$ cat config.mk
export PLATFORM = sky130hd
export DESIGN_NAME = dm_block_mover
export DESIGN_NICKNAME = d
export VERILOG_FILES = /design/src/rtl/dm_block_mover.sv
export SDC_FILE = /design/constraint.sdc
export NUM_CORES = 1
export LEC_CHECK = 0
export CORE_ASPECT_RATIO = 0.75
export CORE_MARGIN = 3
export CORE_UTILIZATION = 35
export DETAILED_ROUTE_END_ITERATION = 10
export GPL_TIMING_DRIVEN = 0
export PLACE_DENSITY = 0.61
export SLEW_MARGIN = 25
export SYNTH_ARGS = -nofsm -noshare
export SYNTH_HDL_FRONTEND = slang
export SYNTH_SLANG_ARGS = --single-unit
$ cat constraint.sdc
create_clock -name clk -period 15.3 [get_ports clk]
set_input_delay 3.06 -clock clk [delete_from_list [all_inputs] [get_ports clk]]
set_output_delay 3.06 -clock clk [all_outputs]
set_load 0.005 [all_outputs]
$ cat src/rtl/dm_block_mover.sv
// Data-memory bus master that copies (overlap-safe, memmove order) or fills a block of N words.
// Shares the DM port with the datapath through an external mux selected by busy.
module dm_block_mover #(
    parameter int MAX_INDEX = 4096,
    parameter int LEN_W     = 13
) (
    input  logic             clk,
    input  logic             reset,
    input  logic             start,
    input  logic             mode,
    input  logic [31:0]      src_addr,
    input  logic [31:0]      dst_addr,
    input  logic [LEN_W-1:0] len,
    input  logic [31:0]      fill_val,
    output logic             busy,
    output logic             done,
    output logic             err,
    output logic             mem_we,
    output logic [31:0]      mem_addr,
    output logic [31:0]      mem_wdata,
    input  logic [31:0]      mem_rdata
);

    typedef enum logic [2:0] {
        S_IDLE,
        S_CHECK,
        S_READ,
        S_WRITE,
        S_DONE
    } state_t;

    state_t            state;
    logic              mode_q;
    logic              desc_q;
    logic [31:0]       src_ptr;
    logic [31:0]       dst_ptr;
    logic [LEN_W-1:0]  remaining;
    logic [31:0]       fill_q;
    logic              we_q;
    logic [31:0]       addr_q;
    logic [31:0]       wdata_q;

    // Block bounds are evaluated in 33 bits so a block near 2^32 cannot wrap past the limit.
    logic [32:0] len_ext;
    logic [32:0] src_end;
    logic [32:0] dst_end;
    logic        range_err;
    logic        descending;
    logic [31:0] src_next;
    logic [31:0] dst_next;

    assign len_ext    = {{(33-LEN_W){1'b0}}, remaining};
    assign src_end    = {1'b0, src_ptr} + len_ext - 33'd1;
    assign dst_end    = {1'b0, dst_ptr} + len_ext - 33'd1;
    assign range_err  = (dst_end > 33'(MAX_INDEX)) || (!mode_q && (src_end > 33'(MAX_INDEX)));
    // A destination that starts inside the source block must be written from the top down.
    assign descending = !mode_q && (dst_ptr > src_ptr) && ({1'b0, dst_ptr} < ({1'b0, src_ptr} + len_ext));
    assign src_next   = desc_q ? src_ptr - 32'd1 : src_ptr + 32'd1;
    assign dst_next   = desc_q ? dst_ptr - 32'd1 : dst_ptr + 32'd1;

    // NOTE: the write strobe is gated combinationally by reset so a reset edge can never commit a write.
    assign mem_we    = we_q & ~reset;
    assign mem_addr  = addr_q;
    assign mem_wdata = wdata_q;

    // NOTE: every register here uses non-blocking assignment so all branches see pre-edge values.
    always_ff @(posedge clk) begin
        if (reset) begin
            state     <= S_IDLE;
            mode_q    <= 1'b0;
            desc_q    <= 1'b0;
            src_ptr   <= '0;
            dst_ptr   <= '0;
            remaining <= '0;
            fill_q    <= '0;
            we_q      <= 1'b0;
            addr_q    <= '0;
            wdata_q   <= '0;
            busy      <= 1'b0;
            done      <= 1'b0;
            err       <= 1'b0;
        end else begin
            unique case (state)
                S_IDLE: begin
                    if (start) begin
                        mode_q    <= mode;
                        src_ptr   <= src_addr;
                        dst_ptr   <= dst_addr;
                        remaining <= len;
                        fill_q    <= fill_val;
                        err       <= 1'b0;
                        busy      <= 1'b1;
                        state     <= S_CHECK;
                    end
                end

                S_CHECK: begin
                    if ((remaining == '0) || range_err) begin
                        err   <= (remaining != '0);
                        busy  <= 1'b0;
                        done  <= 1'b1;
                        state <= S_DONE;
                    end else begin
                        desc_q  <= descending;
                        src_ptr <= descending ? src_end[31:0] : src_ptr;
                        dst_ptr <= descending ? dst_end[31:0] : dst_ptr;
                        if (mode_q) begin
                            addr_q  <= dst_ptr;
                            wdata_q <= fill_q;
                            we_q    <= 1'b1;
                            state   <= S_WRITE;
                        end else begin
                            addr_q <= descending ? src_end[31:0] : src_ptr;
                            state  <= S_READ;
                        end
                    end
                end

                S_READ: begin
                    wdata_q <= mem_rdata;
                    addr_q  <= dst_ptr;
                    we_q    <= 1'b1;
                    state   <= S_WRITE;
                end

                S_WRITE: begin
                    remaining <= remaining - LEN_W'(1);
                    src_ptr   <= src_next;
                    dst_ptr   <= dst_next;
                    if (remaining == LEN_W'(1)) begin
                        we_q    <= 1'b0;
                        addr_q  <= '0;
                        wdata_q <= '0;
                        busy    <= 1'b0;
                        done    <= 1'b1;
                        state   <= S_DONE;
                    end else if (mode_q) begin
                        addr_q <= dst_next;
                    end else begin
                        we_q   <= 1'b0;
                        addr_q <= src_next;
                        state  <= S_READ;
                    end
                end

                S_DONE: begin
                    done  <= 1'b0;
                    state <= S_IDLE;
                end

                default: state <= S_IDLE;
            endcase
        end
    end

endmodule

Word-level counts from Yosys, hierarchy flattened
Cells that the tools add are included.
{"block": "classes", "n_lt_le_gt_ge": 4, "n_eq_ne": 12, "bitwise": 3, "n_mux": 42, "addsub": 9, "reduce_logical": 26}
{"cell": "32-bit two-way mux", "n": 15}
{"cell": "32-bit one-hot mux with 3 select lines", "n": 4}
{"cell": "32-bit by 13-bit adder with 33-bit output", "n": 2}
{"cell": "33-bit by 13-bit greater-than comparator with 1-bit output, second input constant", "n": 2}
{"cell": "33-bit by 1-bit subtractor with 33-bit output, second input constant", "n": 2}
{"cell": "32-bit by 1-bit adder with 32-bit output, second input constant", "n": 2}
{"cell": "32-bit by 1-bit subtractor with 32-bit output, second input constant", "n": 2}
{"cell": "32-bit by 33-bit less-than comparator with 1-bit output", "n": 1}
{"cell": "32-bit greater-than comparator", "n": 1}
{"cell": "13-bit one-hot mux with 2 select lines", "n": 1}
{"cell": "4-bit AND reduction", "n": 4}
{"cell": "13-bit by 1-bit equality test with 1-bit output, second input constant", "n": 1}
{"cell": "13-bit logical NOT", "n": 1}
{"cell": "13-bit two-way mux", "n": 1}
{"cell": "13-bit nonzero test", "n": 1}
{"cell": "13-bit by 1-bit subtractor with 13-bit output, second input constant", "n": 1}
{"cell": "1-bit two-way mux", "n": 12}
{"cell": "3-bit two-way mux", "n": 4}
{"cell": "2-bit inequality test, second input constant", "n": 6}
{"cell": "3-bit one-hot mux with 4 select lines", "n": 1}
{"cell": "2-bit AND reduction", "n": 5}
{"cell": "1-bit one-hot mux with 3 select lines", "n": 3}
{"cell": "3-bit AND reduction", "n": 3}
{"cell": "3-bit nonzero test", "n": 3}
{"cell": "other kinds (12)", "n": 18}
{"block": "totals", "in_bits": 145, "elab_cells": 109, "regBits": 182}

Logic depth before layout (Yosys ltp)
Gate-level depths: netlist (run 1).
{"block": "depth", "depth_word": 8, "ltp_mapped": 24}

Worst setup path after synthesis (run 1)
OpenSTA, ideal clock, no wires.
{"block": "synth_path", "kind": "input to output", "from": "in reset", "to": "out mem_we", "t_arrival_ns": 3.651, "setup_slack_ns": 8.589, "t_required_ns": 12.240, "cell_stages": 3, "cell_sequence": "clkbuf_1 > clkbuf_1 > nor2b_1"}
{"block": "synth_between", "elab_chain_cells": 2}
{"item": "from (decl)", "line": "8", "rtl": "input logic reset,"}
{"item": "1-bit NOT", "line": "62", "rtl": "assign mem_we = we_q & ~reset;"}
{"item": "1-bit bitwise AND", "line": "62"}
{"item": "to (decl)", "line": "18", "rtl": "output logic mem_we,"}
No other way between the ends.

Worst setup path in the final report (run 1)
Ends and elaborated chain as after synthesis.

==> impl_metrics.py, run 1 <==
metrics = {
    "global_route": {
        "antenna_found_initial": 3,
        "grt_max_degree": 34,
        "grt_pass1_wl_mm": 131,
        "grt_pass1_vias": 20035,
        "track_usage_pct": 31.3,
        "grt.overflow.total": 0,
    },
    "worst_setup_path": {
        "crit_start": "reset",
        "slowest_delay_ns": 0.58,
        "crit_fanout": 10,
        "path_class": "primary input to output port",
        "r2r-start": "remaining[1]",
        "critical_path.slowest_cell": "clkbuf_1",
        "crit_path_start_kind": "primary input",
        "worst_ep_arrival_time_ns": 4.80,
        "cpMostUsedCell": "clkbuf_1",
        "crit_path_end_kind": "output port",
        "worstPathRequired_ns": 12.24,
        "crit_path_cell_trace": "clkbuf_1 > clkbuf_1 > nor2b_1 > clkdlybuf4s50_1",
    },
    "place": {
        "gp_congestion": 0.993,
        "post-dp-hpwl_mm": 73.7,
        "dpl-instance-area_mm2": 0.0215,
        "port_buffers": 211,
        "pre_cts_slack_ns": 7.51,
    },
    "floorplan": {
        "io_pins": 213,
        "rows": 72,
        "die_area_mm2": 0.0556,
        "dieHeight_um": 205,
        "core_mm2": 0.0519,
        "start_util_pct": 35.6,
        "die_w_um": 271,
    },
    "timing": {
        "setup_viol": 0,
        "slew_viol_final": 0,
        "worst_slack_ns": 7.44,
        "holdWs_ns": 0.461,
        "slew_headroom_pct": 17.0,
        "min_period_ns": 7.86,
        "hold_violations": 0,
        "fin_crit_sh_pct": 51.4,
        "skew_ns": 0.0133,
        "fmax_mhz": 127,
        "rsz0062_at_grt": "false",
        "worstMarginPinSlew_ns": 1.23,
        "tns_ns": 0,
    },
    "clock_tree": {
        "tritoncts": "yes",
        "htree_levels": 4,
        "cts_hold_buf": 0,
        "cts_buffer_depth": 2,
        "clock_latency_ns": 0.47,
        "post_cts_resized": 0,
        "cts_buffers": 17,
        "clock-sinks": 182,
        "clockRootBuffer": "clkbuf_16",
        "path_clk_slew_ns": 0.08,
        "post-cts-setup-buffers": 0,
    },
    "synthesis": {
        "synth-edff-count": 0,
        "syn_inst": 2538,
        "syn-mean-instance-area_um2": 7.28,
        "ys_seq_area_share_pct": 19.7,
        "yosysMostFrequentCell": "a21oi_1",
        "yosys-top-cells-count": "a21oi_1 (259), nand2_1 (256), nor2_1 (242), dfxtp_1 (182), ha_1 (176)",
        "ys_async_sr_fraction_pct": 0,
        "synth_area_leader_cell": "dfxtp_1",
        "yosys.area.top_type_share_pct": 19.7,
        "syn_area_mm2": 0.0185,
        "yosys_warnings": 0,
        "ys_types": 89,
        "yosys-top-cells-area": "dfxtp_1 (20%), ha_1 (12%), a21oi_1 (7.0%)",
        "synth_ff_type": "dfxtp_1",
        "syn_nets": 2863,
        "yosys_register_bits": 182,
    },
    "pwr": {
        "p_comb_share_pct": 50.9,
        "sw_frac_of_total_pct": 46.6,
        "p_leak_nw": 8.36,
        "total_power_mw": 2.10,
        "power_frac_clock_pct": 21.6,
        "power.internal_mw": 1.12,
        "p_switching_uw": 980,
        "p_per_area_mw_per_mm2": 95.3,
        "vdd.ir_drop.worst_mv": 0.0861,
        "power.share.sequential_pct": 27.5,
    },
    "drt": {
        "drt_iter0_markers": 3501,
        "wl_per_cell_um": 26.0,
        "dr.pass1.iters": 7,
        "drc": 0,
        "vias": 21830,
        "post_drt_via_cell_ratio": 6.27,
        "wl_mm": 90.6,
        "drtAntennaViolNets": 0,
    },
    "min_path": {
        "hold_path.class": "register to register",
        "min-delay-start": "fill_q[17]",
    },
    "layout": {
        "layout-drive-gt1-share_pct": 3.31,
        "nNetsFinal": 3094,
        "n_antenna_cell": 0,
        "area_growth_pct": 19.5,
        "finalInstanceArea_mm2": 0.0221,
    },
    "outcome": {
        "outcome": "finished clean",
    },
    "run": {
        "max_cap_violations": 0,
    },
}
[metrics by stage]
stage | instances | util (%)
floorplan | 2538 | -
global placement | 3452 | 41.4
detailed placement | 3453 | 41.4
CTS | 3484 | 42.5
global route | 3484 | 42.5
finish | 3484 | 42.5
[power groups by stage]
stage	sequential [mW]	combinational [mW]	clock, mW
2_1_floorplan	0.540	0.706	0
3_3_place_gp	0.579	1.01	0
3_5_place_dp	0.580	1.03	0
4_1_cts	0.569	1.03	0.454
5_1_grt	0.576	1.16	0.471
6_report	0.578	1.07	0.455
[sequential cells by signal, summed over array words and instances, names as in the netlist]
| name | flops |
|---|---|
| dst_ptr | 32 |
| mode_q | 1 |
| state | 3 |
| desc_q | 1 |
| we_q | 1 |
| done | 1 |
| src_ptr | 32 |
| busy | 1 |
| mem_addr | 32 |
| fill_q | 32 |
| remaining | 13 |
| mem_wdata | 32 |
| err | 1 |
[final cells by class]
class,instances,area [um^2]
Tap cell,703,880
Inverter,146,548
Buffer,145,574
Fill cell,5411,29800
Timing Repair Buffer,212,2130
Multi-Input combinational cell,2065,13700
Clock inverter,13,134
Sequential cell,182,3650
Clock buffer,18,439
[cells by family (layout without fill, tap and decap cells)]
logic type / count (synthesis) / after routing / synth area share (%)
DFF: 182 / 182 / 19.7
muxes: 42 / 42 / 2.33
and+or+nand+nor: 845 / 845 / 21.8
AOI/OAI and AO/OA: 848 / 848 / 30.3
adders and majority gates: 183 / 183 / 12.5
xor gates and xnor gates: 147 / 147 / 7.24
buffers and inverters: 291 / 534 / 6.06
[metal layers]
layer	vias to the layer above	global-route usage, %	part of all wire [%]
met5	-	0	0.014
met4	2	8.73	2.8
met3	164	9.52	14
met2	1368	44.0	40
met1	10440	45.5	44
li1	9856	-	-
[placed cells by master, fill, tap and decap left out, drive strengths merged, types with 39 or more instances in the layout]
| master | instances |
|---|---|
| a21oi | 259 |
| nand2 | 256 |
| nor2 | 242 |
| clkdlybuf4s50 | 211 |
| dfxtp | 182 |
| ha | 176 |
| inv | 152 |
| o21ai | 147 |
| clkbuf | 138 |
| xnor2 | 105 |
| a211oi | 93 |
| nor3 | 56 |
| nand3 | 54 |
| nand4 | 48 |
| a21o | 41 |
| nor3b | 39 |
| xor2 | 39 |
[final timing paths]
kind              endpoint  slack [ns]  cells after the start
max                 mem_we        7.44                      4
min             fill_q[17]        0.46                      2
min reg2reg     fill_q[17]        0.46                      2
max reg2reg  mem_wdata[17]        7.75                     19
[critical path, delay by kind of cell]
family | cells | cell delay, ns
buffers and inverters | 3 | 1.49
and+or+nand+nor | 1 | 0.24
(Power assumes the default switching activity.)
==> run 2: changes to the inputs <==
clock period = 7.6 ns   (was 15.3 ns; I/O delays follow)
==> run 2 against run 1 <==
  * Sequential cell count is the same
  * Sequential share of layout area hardly changed
  * Worst setup slack worse by 7.2 ns
  * Clock skew is 0.0029 ns lower
  * Clock power up 100%
  * Global-route usage stayed put
  * Clock-buffer cell count is the same
  * Routed wire length is essentially flat
  * Non-clock buffer count did not move
  * Critical path type is now register to register
  * Highest routed layer unchanged
==> impl_metrics.py, run 2 (synthesis gave the netlist of run 1 again) <==
metrics = {
    "worst_setup_path": {
        "worst_ep_arrival_time_ns": 7.68,
        "crit_path_cell_trace": "inv_1 > ha_1 > inv_1 > ha_1 > fa_1 > a211oi_1 > o21ai_0 > a41o_1 > a21oi_1 > o31a_1 > o21ai_0 > xor2_1 > or4_1 > nor4_1 > nand3b_1 > o21a_1 > clkbuf_1 > clkbuf_1 > a21oi_1 > a221oi_1",
        "worstPathRequired_ns": 7.89,
        "r2r-start": "remaining[1]",
        "crit_fanout": 10,
        "crit_path_end_kind": "register",
        "crit_path_start_kind": "register",
        "reg2reg_depth": 20,
        "path_class": "register to register",
        "critical_path.slowest_cell": "nor4_1",
        "slowest_delay_ns": 1.00,
        "rr_endpoint": "src_ptr[30]",
        "critical_path_buf_inv_count": 4,
        "crit_family": "compound AO/OA/AOI/OAI gates",
        "r2r_setup_slack_ns": 0.21,
    },
    "drt": {
        "wl_mm": 90.6,
        "wl_per_cell_um": 26.0,
        "post_drt_via_cell_ratio": 6.24,
        "dr.pass1.iters": 6,
        "drc": 0,
        "drt_iter0_markers": 3491,
        "vias": 21733,
        "drtAntennaViolNets": 0,
    },
    "layout": {
        "fillerInstances": 5410,
        "final_cell_mix": "a21oi_1 (259), nand2_1 (256), nor2_1 (239)",
        "area_growth_pct": 19.5,
        "nNetsFinal": 3094,
        "layout-drive-gt1-share_pct": 3.34,
        "layout_commonest_cell": "a21oi_1",
        "n_antenna_cell": 0,
    },
    "timing": {
        "setup_viol": 0,
        "worstMarginPinSlew_ns": 1.23,
        "tns_ns": 0,
        "min_period_ns": 7.39,
        "worst_slack_ns": 0.213,
        "skew_ns": 0.0104,
        "fin_crit_sh_pct": 97.2,
        "fmax_mhz": 135,
        "slew_viol_final": 0,
        "rsz0062_at_grt": "false",
        "slew_headroom_pct": 17.3,
        "hold_violations": 0,
    },
    "floorplan": {
        "die_area_mm2": 0.0556,
        "die_w_um": 271,
        "core_mm2": 0.0519,
        "rows": 72,
        "start_util_pct": 35.6,
        "dieHeight_um": 205,
        "io_pins": 213,
    },
    "global_route": {
        "antenna_found_initial": 3,
        "grt.overflow.total": 0,
        "track_usage_pct": 31.3,
        "grt_max_degree": 34,
        "grt_pass1_vias": 20035,
        "grt_pass1_wl_mm": 131,
    },
    "clock_tree": {
        "clock-sinks": 182,
        "cts_buffers": 17,
        "clock_latency_ns": 0.47,
        "tritoncts": "yes",
        "clockRootBuffer": "clkbuf_16",
        "cts_buffer_depth": 2,
        "path_clk_slew_ns": 0.08,
        "post-cts-setup-buffers": 0,
        "htree_levels": 4,
    },
    "place": {
        "pre_cts_slack_ns": 0.368,
        "gp_congestion": 0.993,
        "post-dp-hpwl_mm": 73.7,
        "port_buffers": 211,
    },
    "pwr": {
        "p_leak_nw": 8.36,
        "vdd.ir_drop.worst_mv": 0.173,
        "p_per_area_mw_per_mm2": 192,
    },
    "min_path": {
        "hold_depth": 2,
        "min-delay-start": "fill_q[20]",
        "hold_path.class": "register to register",
        "whs_endpoint": "fill_q[20]",
    },
    "run": {
        "max_cap_violations": 0,
    },
    "outcome": {
        "outcome": "finished clean",
    },
}
-- run 2: cell counts in the layout (fill, tap and decap cells not counted) --
Identical to the previous run, type by type.
-- run 2: where the power goes --
part | leakage (nW) | switching [mW] | internal (mW)
combinational | 6.60 | 1.37 | 0.780
clock | 0.278 | 0.445 | 0.468
sequential | 1.49 | 0.153 | 1.01
total | 8.36 | 1.97 | 2.26
-- run 2: how the worst max path moves through the flow --
| stage | from | end | slack [ns] | depth (start not counted) |
|---|---|---|---|---|
| finish | remaining[1] | src_ptr[30] | 0.21 | 20 |
| global route | remaining[1] | mem_wdata[20] | 0.1 | 19 |
| CTS | remaining[1] | mem_wdata[22] | 0.35 | 19 |
| detailed placement | remaining[1] | mem_wdata[12] | 0.37 | 19 |
| global placement | remaining[1] | mem_wdata[21] | 0.47 | 19 |
| floorplan | src_ptr[0] | src_ptr[29] | 2.38 | 22 |
-- run 2: timing repair --
action,CTS,global route
resized for setup,0,1
hold buffers,0,0
endpoints found under the setup margin,0,25
-- run 2: cell type report --
class                           count  area, um^2  share of cell area [%]
Clock buffer                       18         439                    1.99
Multi-Input combinational cell   2065       13700                    62.1
Timing Repair Buffer              212        2130                    9.66
Buffer                            145         574                    2.60
Inverter                          146         548                    2.48
Sequential cell                   182        3650                    16.5
Clock inverter                     13         134                   0.607
Tap cell                          703         880                    3.99
-- run 2: metrics by stage --
step	instance area [um^2]	power [mW]	util [%]	hold slack, ns	instances
floorplan	18500	2.51	-	0.437	2538
global placement	21500	3.21	41.4	0.444	3452
detailed placement	21500	3.23	41.4	0.450	3453
CTS	22100	4.14	42.5	0.461	3484
global route	22100	4.44	42.5	0.473	3484
finish	22100	4.23	42.5	0.461	3484
-- run 2: layer usage --
metal | vias up | routed length (um) | GRT usage (%)
met1 | 10370 | 40000 | 45.5
met4 | 2 | 2560 | 8.73
li1 | 9858 | - | -
met5 | - | 13 | 0
met2 | 1348 | 35800 | 44.0
met3 | 155 | 12200 | 9.52
-- run 2: worst register-to-register path: stages, from the launching register on --
cell and delay [ns]:
dfxtp_1 0.54, inv_1 0.30, ha_1 0.36, inv_1 0.04, ha_1 0.24, fa_1 0.44
a211oi_1 0.30, o21ai_0 0.21, a41o_1 0.32, a21oi_1 0.42, o31a_1 0.37, o21ai_0 0.21
xor2_1 0.25, or4_1 0.52, nor4_1 1.00, nand3b_1 0.22, o21a_1 0.24, clkbuf_1 0.32
clkbuf_1 0.46, a21oi_1 0.35, a221oi_1 0.12
